==> src/rtl/sram_port_arbiter_if.sv <==
// Bundle of both requester ports and the SRAM macro side of sram_port_arbiter.
// slave is the arbiter view; master is the requesters-plus-SRAM view.
interface sram_port_arbiter_if #(
    parameter int W_ADDR = 11,
    parameter int W_DATA = 32
);
    localparam int W_BE = W_DATA / 8;

    logic              p0_req;
    logic [W_BE-1:0]   p0_wen;
    logic [W_ADDR-1:0] p0_addr;
    logic [W_DATA-1:0] p0_wdata;
    logic              p0_lock;
    logic              p0_gnt;
    logic              p0_rvalid;
    logic [W_DATA-1:0] p0_rdata;

    logic              p1_req;
    logic [W_BE-1:0]   p1_wen;
    logic [W_ADDR-1:0] p1_addr;
    logic [W_DATA-1:0] p1_wdata;
    logic              p1_lock;
    logic              p1_gnt;
    logic              p1_rvalid;
    logic [W_DATA-1:0] p1_rdata;

    logic              sram_ren;
    logic [W_BE-1:0]   sram_wen;
    logic [W_ADDR-1:0] sram_addr;
    logic [W_DATA-1:0] sram_wdata;
    logic [W_DATA-1:0] sram_rdata;

    modport slave (
        input  p0_req, p0_wen, p0_addr, p0_wdata, p0_lock,
        output p0_gnt, p0_rvalid, p0_rdata,
        input  p1_req, p1_wen, p1_addr, p1_wdata, p1_lock,
        output p1_gnt, p1_rvalid, p1_rdata,
        output sram_ren, sram_wen, sram_addr, sram_wdata,
        input  sram_rdata
    );

    modport master (
        output p0_req, p0_wen, p0_addr, p0_wdata, p0_lock,
        input  p0_gnt, p0_rvalid, p0_rdata,
        output p1_req, p1_wen, p1_addr, p1_wdata, p1_lock,
        input  p1_gnt, p1_rvalid, p1_rdata,
        input  sram_ren, sram_wen, sram_addr, sram_wdata,
        output sram_rdata
    );
endinterface

==> src/rtl/sram_port_arbiter.sv <==
// Two-port round-robin arbiter in front of a single-port SRAM, with write-to-read forwarding.
// Define SRAM_ARB_LOCK_EN to honour pX_lock (bounded by LOCK_MAX consecutive locked grants).
module sram_port_arbiter #(
    parameter int W_ADDR   = 11,
    parameter int W_DATA   = 32,
    parameter int LOCK_MAX = 16
) (
    input logic                clk,
    input logic                rst,
    sram_port_arbiter_if.slave bus
);
    localparam int W_BE = W_DATA / 8;

    logic              grant;
    logic              sel;
    logic [W_BE-1:0]   g_wen;
    logic [W_ADDR-1:0] g_addr;
    logic [W_DATA-1:0] g_wdata;
    logic              last;
    logic              lock_hold;

    logic              tag_valid;
    logic              tag_port;
    logic [W_BE-1:0]   tag_mask;
    logic [W_DATA-1:0] tag_data;
    logic [W_DATA-1:0] merged;

    logic              fwd_valid;
    logic [W_ADDR-1:0] fwd_addr;
    logic [W_DATA-1:0] fwd_data;
    logic [W_BE-1:0]   fwd_mask;

`ifdef SRAM_ARB_LOCK_EN
    localparam int W_CNT = $clog2(LOCK_MAX + 1);

    typedef enum logic {LK_IDLE, LK_HELD} lock_state_t;
    lock_state_t       lock_state;
    lock_state_t       lock_next;
    logic              lock_port;
    logic [W_CNT-1:0]  lock_cnt;
    logic              g_lock;

    always_ff @(posedge clk) begin
        if (rst) begin
            lock_state <= LK_IDLE;
            lock_port  <= 1'b0;
            lock_cnt   <= '0;
        end else begin
            lock_state <= lock_next;
            lock_port  <= sel;
            if (grant && lock_hold) begin
                if (lock_cnt != W_CNT'(LOCK_MAX))
                    lock_cnt <= lock_cnt + 1'b1;
            end else begin
                lock_cnt <= '0;
            end
        end
    end

    // Kept apart from lock_next so the grant select never loops through itself.
    always_comb begin
        lock_hold = 1'b0;
        if (lock_state == LK_HELD) begin
            if (lock_port)
                lock_hold = bus.p1_req && !((lock_cnt == W_CNT'(LOCK_MAX)) && bus.p0_req);
            else
                lock_hold = bus.p0_req && !((lock_cnt == W_CNT'(LOCK_MAX)) && bus.p1_req);
        end
    end

    always_comb begin
        g_lock    = sel ? bus.p1_lock : bus.p0_lock;
        lock_next = (grant && g_lock) ? LK_HELD : LK_IDLE;
    end
`else
    logic unused_lock;
    assign unused_lock = bus.p0_lock ^ bus.p1_lock ^ (LOCK_MAX > 0);
    assign lock_hold   = 1'b0;
`endif

    always_comb begin
        grant = !rst && (bus.p0_req || bus.p1_req);
        sel   = (bus.p0_req && bus.p1_req) ? !last : bus.p1_req;
`ifdef SRAM_ARB_LOCK_EN
        if (lock_hold)
            sel = lock_port;
`endif
        g_wen   = sel ? bus.p1_wen   : bus.p0_wen;
        g_addr  = sel ? bus.p1_addr  : bus.p0_addr;
        g_wdata = sel ? bus.p1_wdata : bus.p0_wdata;
    end

    always_comb begin
        bus.p0_gnt     = grant && !sel;
        bus.p1_gnt     = grant && sel;
        bus.sram_ren   = grant && (g_wen == '0);
        bus.sram_wen   = grant ? g_wen : '0;
        bus.sram_addr  = rst ? '0 : (grant ? g_addr  : bus.p0_addr);
        bus.sram_wdata = rst ? '0 : (grant ? g_wdata : bus.p0_wdata);
    end

    // Bytes written in the cycle before a read override the macro's stale data.
    always_comb begin
        merged = bus.sram_rdata;
        for (int unsigned b = 0; b < W_BE; b++) begin
            if (tag_mask[b])
                merged[b*8 +: 8] = tag_data[b*8 +: 8];
        end
    end

    always_comb begin
        bus.p0_rvalid = !rst && tag_valid && !tag_port;
        bus.p1_rvalid = !rst && tag_valid && tag_port;
        bus.p0_rdata  = bus.p0_rvalid ? merged : '0;
        bus.p1_rdata  = bus.p1_rvalid ? merged : '0;
    end

    always_ff @(posedge clk) begin
        if (rst) begin
            last      <= 1'b1;
            tag_valid <= 1'b0;
            tag_port  <= 1'b0;
            tag_mask  <= '0;
            tag_data  <= '0;
            fwd_valid <= 1'b0;
            fwd_addr  <= '0;
            fwd_data  <= '0;
            fwd_mask  <= '0;
        end else begin
            if (grant)
                last <= sel;
            tag_valid <= grant && (g_wen == '0);
            tag_port  <= sel;
            tag_mask  <= (fwd_valid && (fwd_addr == g_addr)) ? fwd_mask : '0;
            tag_data  <= fwd_data;
            fwd_valid <= grant && (g_wen != '0);
            fwd_addr  <= g_addr;
            fwd_data  <= g_wdata;
            fwd_mask  <= g_wen;
        end
    end
endmodule

==> src/flat_wrapper.sv <==
// flat-port wrapper written by rule: the top's interface ports become plain ports
module sram_port_arbiter_flat 
#(
    parameter int W_ADDR   = 11,
    parameter int W_DATA   = 32,
    parameter int LOCK_MAX = 16
)
  (clk, rst, bus_p0_req, bus_p0_wen, bus_p0_addr, bus_p0_wdata, bus_p0_lock, bus_p0_gnt, bus_p0_rvalid, bus_p0_rdata, bus_p1_req, bus_p1_wen, bus_p1_addr, bus_p1_wdata, bus_p1_lock, bus_p1_gnt, bus_p1_rvalid, bus_p1_rdata, bus_sram_ren, bus_sram_wen, bus_sram_addr, bus_sram_wdata, bus_sram_rdata);
  sram_port_arbiter_if #(.W_ADDR(W_ADDR), .W_DATA(W_DATA)) bus_i ();
  input logic clk;
  input logic rst;
  input wire logic [$bits(bus_i.p0_req)-1:0] bus_p0_req;
  input wire logic [$bits(bus_i.p0_wen)-1:0] bus_p0_wen;
  input wire logic [$bits(bus_i.p0_addr)-1:0] bus_p0_addr;
  input wire logic [$bits(bus_i.p0_wdata)-1:0] bus_p0_wdata;
  input wire logic [$bits(bus_i.p0_lock)-1:0] bus_p0_lock;
  output wire logic [$bits(bus_i.p0_gnt)-1:0] bus_p0_gnt;
  output wire logic [$bits(bus_i.p0_rvalid)-1:0] bus_p0_rvalid;
  output wire logic [$bits(bus_i.p0_rdata)-1:0] bus_p0_rdata;
  input wire logic [$bits(bus_i.p1_req)-1:0] bus_p1_req;
  input wire logic [$bits(bus_i.p1_wen)-1:0] bus_p1_wen;
  input wire logic [$bits(bus_i.p1_addr)-1:0] bus_p1_addr;
  input wire logic [$bits(bus_i.p1_wdata)-1:0] bus_p1_wdata;
  input wire logic [$bits(bus_i.p1_lock)-1:0] bus_p1_lock;
  output wire logic [$bits(bus_i.p1_gnt)-1:0] bus_p1_gnt;
  output wire logic [$bits(bus_i.p1_rvalid)-1:0] bus_p1_rvalid;
  output wire logic [$bits(bus_i.p1_rdata)-1:0] bus_p1_rdata;
  output wire logic [$bits(bus_i.sram_ren)-1:0] bus_sram_ren;
  output wire logic [$bits(bus_i.sram_wen)-1:0] bus_sram_wen;
  output wire logic [$bits(bus_i.sram_addr)-1:0] bus_sram_addr;
  output wire logic [$bits(bus_i.sram_wdata)-1:0] bus_sram_wdata;
  input wire logic [$bits(bus_i.sram_rdata)-1:0] bus_sram_rdata;
  assign bus_i.p0_req = bus_p0_req;
  assign bus_i.p0_wen = bus_p0_wen;
  assign bus_i.p0_addr = bus_p0_addr;
  assign bus_i.p0_wdata = bus_p0_wdata;
  assign bus_i.p0_lock = bus_p0_lock;
  assign bus_p0_gnt = bus_i.p0_gnt;
  assign bus_p0_rvalid = bus_i.p0_rvalid;
  assign bus_p0_rdata = bus_i.p0_rdata;
  assign bus_i.p1_req = bus_p1_req;
  assign bus_i.p1_wen = bus_p1_wen;
  assign bus_i.p1_addr = bus_p1_addr;
  assign bus_i.p1_wdata = bus_p1_wdata;
  assign bus_i.p1_lock = bus_p1_lock;
  assign bus_p1_gnt = bus_i.p1_gnt;
  assign bus_p1_rvalid = bus_i.p1_rvalid;
  assign bus_p1_rdata = bus_i.p1_rdata;
  assign bus_sram_ren = bus_i.sram_ren;
  assign bus_sram_wen = bus_i.sram_wen;
  assign bus_sram_addr = bus_i.sram_addr;
  assign bus_sram_wdata = bus_i.sram_wdata;
  assign bus_i.sram_rdata = bus_sram_rdata;
  sram_port_arbiter #(.W_ADDR(W_ADDR), .W_DATA(W_DATA), .LOCK_MAX(LOCK_MAX)) u_core (.clk(clk), .rst(rst), .bus(bus_i));
endmodule
==> config.mk <==
export PLATFORM = sky130hd
export DESIGN_NAME = sram_port_arbiter_flat
export DESIGN_NICKNAME = d
export VERILOG_FILES = /design/src/rtl/sram_port_arbiter_if.sv /design/src/rtl/sram_port_arbiter.sv /design/src/flat_wrapper.sv
export SDC_FILE = /design/constraint.sdc
export NUM_CORES = 1
export LEC_CHECK = 0
export ABC_CLOCK_PERIOD_IN_PS = 1800
export CELL_PAD_IN_SITES_DETAIL_PLACEMENT = 0
export CELL_PAD_IN_SITES_GLOBAL_PLACEMENT = 1
export CORE_MARGIN = 2
export CORE_UTILIZATION = 22
export CTS_CLUSTER_SIZE = 30
export DETAILED_ROUTE_END_ITERATION = 12
export GPL_TIMING_DRIVEN = 0
export PLACE_DENSITY = 0.79
export SYNTH_ARGS = -nofsm -noshare
export SYNTH_HDL_FRONTEND = slang
export SYNTH_SLANG_ARGS = --single-unit
==> constraint.sdc <==
create_clock -name clk -period 1.8 [get_ports clk]
set_input_delay 0.27 -clock clk [delete_from_list [all_inputs] [get_ports clk]]
set_output_delay 0.27 -clock clk [all_outputs]
set_load 0.05 [all_outputs]
==> run metrics <==
flip-flop and latch count after synthesis 87; number of buffers created by CTS 9; Die Width 137 um; via count of the first global-routing pass 4350; Final Hold Vio Count 0; number of clock sinks seen by CTS 87; Detailed Place HPWL 11.7 mm; TritonCTS clock tree built; fin area 8920 um2; latest clock arrival within the worst-skew pair 0.34 ns; wire length per cell after detailed routing 16.8 um; number of rows created at floorplan 48; Setup Crit Path Kind flip-flop to primary output; global-route congestion overflow total 0; Hold Crit Depth 3; Area Growth Syn to Fin 131%; maximum number of pins on one net before global-route repair 15; top cells by area in the synthesized netlist sky130_fd_sc_hd__dfxtp_1 (45%), sky130_fd_sc_hd__a21oi_1 (10%), sky130_fd_sc_hd__mux2i_1 (10%); overall via count from detail_route 4429; library cells used by synthesis 28; cell type contributing the most total cell area after synthesis sky130_fd_sc_hd__dfxtp_1; cell types with the highest counts after synthesis sky130_fd_sc_hd__dfxtp_1 (87), sky130_fd_sc_hd__nor2_1 (85), sky130_fd_sc_hd__nand2_1 (83); leakage power 3.58 nW; transition time at the pin with the least slew margin 0.934 ns; dominant cell by count in the synthesized netlist sky130_fd_sc_hd__dfxtp_1; failing checks negative setup slack; area share of the leading cell type in the synthesized netlist 0.450; length of the first detailed-routing pass in iterations 4; Fmax achieved 504 MHz; post-route antenna net violation count 0; routability congestion estimate from global placement 0.833; Post-Syn Area 3870 um2; syn nets 627; sequential fraction of the synthesis area 0.450; maximum level of the CTS H-tree 3; IR drop worst, VDD 446 uV; initial DRC count 94; number of setup violations in the final report 89; maximum buffer depth of the clock tree 2; synthesized instance count 495; shortest period the worst path allows 1.98 ns; die height 137 um; master cell of the clock root buffer sky130_fd_sc_hd__clkbuf_16; fillcell total 1607; wire length of the first global-routing pass 23.7 mm; post-DR vias/cell 4.42; category of the worst setup path capture point primary output; Post-Route Setup TNS -10.33 ns; fraction of layout instances using a drive strength above 1 0.479; primary flip-flop cell chosen by synthesis mapping sky130_fd_sc_hd__dfxtp_1; Initial Util 0.224; path category of the worst min-delay check input port to flip-flop; startpoint of the most critical setup path u_core.last$_SDFFE_PP1P_; smallest hold slack 0.423 ns; # nets final 905; standard cell area after detailed placement 7130 um2; synthesized area per cell 7.82 um2; max-slew violation total from the final report 0; post-cts hold buffer count 0; startpoint type of the worst setup path flip-flop; path depth of the worst reg2reg path 6; DRC violation count after routing 0; P per Cell Area 679 nW/um2; worst clock skew on the final layout 0.00898 ns; part of the cycle the worst path needs 1.10; setup repair after global routing missed its margin true; number of enable flip-flop cells after synthesis 0; io pins 248; initial antenna violation count 0; startpoint of the tightest hold check path bus_p1_req; largest fanout on the critical path 9; Global Route Usage Sum 0.166; total of warnings raised by yosys 0; Req. time, crit path 1.53 ns; number of max-cap violations 0; drt total wl 16.8 mm; Clk pin slew, worst setup/hold paths 0.06 ns; total die area 18700 um2; setup slack of the most critical reg-to-reg path -0.16 ns; run status finished, violations left; fin worst setup slack -0.183 ns; Diodes inserted 0; reg-to-reg endpoint u_core.tag_mask[2]$_SDFF_PP0_; Hold Crit Endpoint u_core.last$_SDFFE_PP1P_; worst relative slew slack 0.377; fraction of synthesis flops using an asynchronous set or reset pin 0; Reg2Reg Launch Point u_core.last$_SDFFE_PP1P_; core box area 17200 um2; buffers added on ports 245; Crit path arrival time 1.71 ns
-- worst max-delay path: stages, from the launching register on --
cell                        delay [ns]
sky130_fd_sc_hd__dfxtp_2          0.34
sky130_fd_sc_hd__a21boi_4         0.25
sky130_fd_sc_hd__buf_12           0.21
sky130_fd_sc_hd__clkbuf_16        0.17
sky130_fd_sc_hd__nand2_2          0.07
sky130_fd_sc_hd__a21oi_4          0.15
sky130_fd_sc_hd__buf_6            0.17
-- sequential cells by signal (all words and copies together) (netlist names) --
name	cells
u_core.fwd_addr	11
u_core.fwd_mask	4
u_core.fwd_valid	1
u_core.tag_mask	4
u_core.tag_data	32
u_core.tag_valid	1
u_core.tag_port	1
u_core.fwd_data	32
u_core.last	1
-- report_power, final --
part           internal, mW  total (mW)  switching, mW
logic                 0.783        1.69          0.904
registers              2.04        2.08         0.0410
clock network          1.54        2.30          0.759
total                  4.36        6.06           1.70
-- cells in the final DEF, fill, tap and decap left out, types with 3 or more instances in the layout --
| cell | count |
|---|---|
| sky130_fd_sc_hd__clkdlybuf4s50_1 | 126 |
| sky130_fd_sc_hd__nor2_1 | 23 |
| sky130_fd_sc_hd__dfxtp_2 | 4 |
| sky130_fd_sc_hd__nand2_1 | 43 |
| sky130_fd_sc_hd__xnor2_1 | 3 |
| sky130_fd_sc_hd__nand2_2 | 18 |
| sky130_fd_sc_hd__nor2b_1 | 33 |
| sky130_fd_sc_hd__buf_4 | 44 |
| sky130_fd_sc_hd__bufinv_16 | 4 |
| sky130_fd_sc_hd__mux2i_2 | 22 |
| sky130_fd_sc_hd__dfxtp_4 | 3 |
| sky130_fd_sc_hd__nor2_4 | 29 |
| sky130_fd_sc_hd__nor4_1 | 5 |
| sky130_fd_sc_hd__a21oi_4 | 39 |
| sky130_fd_sc_hd__clkbuf_8 | 7 |
| sky130_fd_sc_hd__clkbuf_16 | 20 |
| sky130_fd_sc_hd__o22ai_1 | 7 |
| sky130_fd_sc_hd__buf_6 | 62 |
| sky130_fd_sc_hd__buf_2 | 5 |
| sky130_fd_sc_hd__clkbuf_1 | 7 |
| sky130_fd_sc_hd__mux2i_1 | 9 |
| sky130_fd_sc_hd__nor2_2 | 33 |
| sky130_fd_sc_hd__nand2_4 | 20 |
| sky130_fd_sc_hd__mux2i_4 | 9 |
| sky130_fd_sc_hd__xor2_1 | 8 |
| sky130_fd_sc_hd__dfxtp_1 | 80 |
| sky130_fd_sc_hd__inv_1 | 9 |
| sky130_fd_sc_hd__nor4_4 | 3 |
| sky130_fd_sc_hd__a21oi_1 | 41 |
| sky130_fd_sc_hd__buf_12 | 3 |
| sky130_fd_sc_hd__buf_8 | 32 |
-- how the worst max path moves through the flow --
stage,end,slack (ns),cells past startpoint
detailed placement,bus_p1_rdata[29],-1.70,6
CTS,bus_sram_wdata[18],-0.19,6
global route,u_core.tag_mask[2]$_SDFF_PP0_,-0.25,6
finish,bus_sram_addr[10],-0.18,6
global placement,bus_p1_rdata[30],-1.73,6
floorplan,bus_p0_rdata[22],-0.14,4
-- metal layers --
metal | vias to the layer above | track usage | routed length [um]
li1 | 2188 | - | -
met1 | 2080 | 0.193 | 6730
met2 | 148 | 0.296 | 8830
met3 | 13 | 0.0426 | 1050
met4 | 0 | 0.0532 | 210
met5 | - | 0 | 0
-- layout make-up --
type,instances,area (um2),share of cell area
repair buffers,271,2830,0.317
clock inverters,5,129,0.0144
clock buffers,11,243,0.0272
flip-flops and latches,87,1760,0.197
inverters,11,46.3,0.00519
multi-input cells,364,3190,0.358
plain buffers,29,440,0.0494
well taps,225,282,0.0316
-- through the flow --
step	instances	util	setup WS, ns	total power, mW
after floorplan	495	-	-0.135	2.89
after global placement	965	0.413	-1.73	3.46
after detailed placement	965	0.413	-1.70	3.46
after CTS	990	0.478	-0.190	5.99
after global routing	1003	0.518	-0.247	6.30
final	1003	0.518	-0.183	6.06
-- kinds of logic (layout without fill, tap and decap cells) --
group | Yosys count | in the layout | synth area share
AND/OR/NAND/NOR | 217 | 218 | 0.245
XOR/XNOR | 11 | 11 | 0.0249
buffers and inverters | 45 | 327 | 0.0440
AO/OA/AOI/OAI | 95 | 95 | 0.132
multiplexers | 40 | 40 | 0.103
flip-flops | 87 | 87 | 0.450
-- what timing repair did --
| item | in CTS | in global routing |
|---|---|---|
| cloned | 2 | 7 |
| pin swaps | 12 | 41 |
| resized for setup | 932 | 149 |
| endpoints found under the setup margin | 169 | 119 |
| setup buffers | 12 | 7 |
Note: power is estimated with default switching activity, not from simulation.
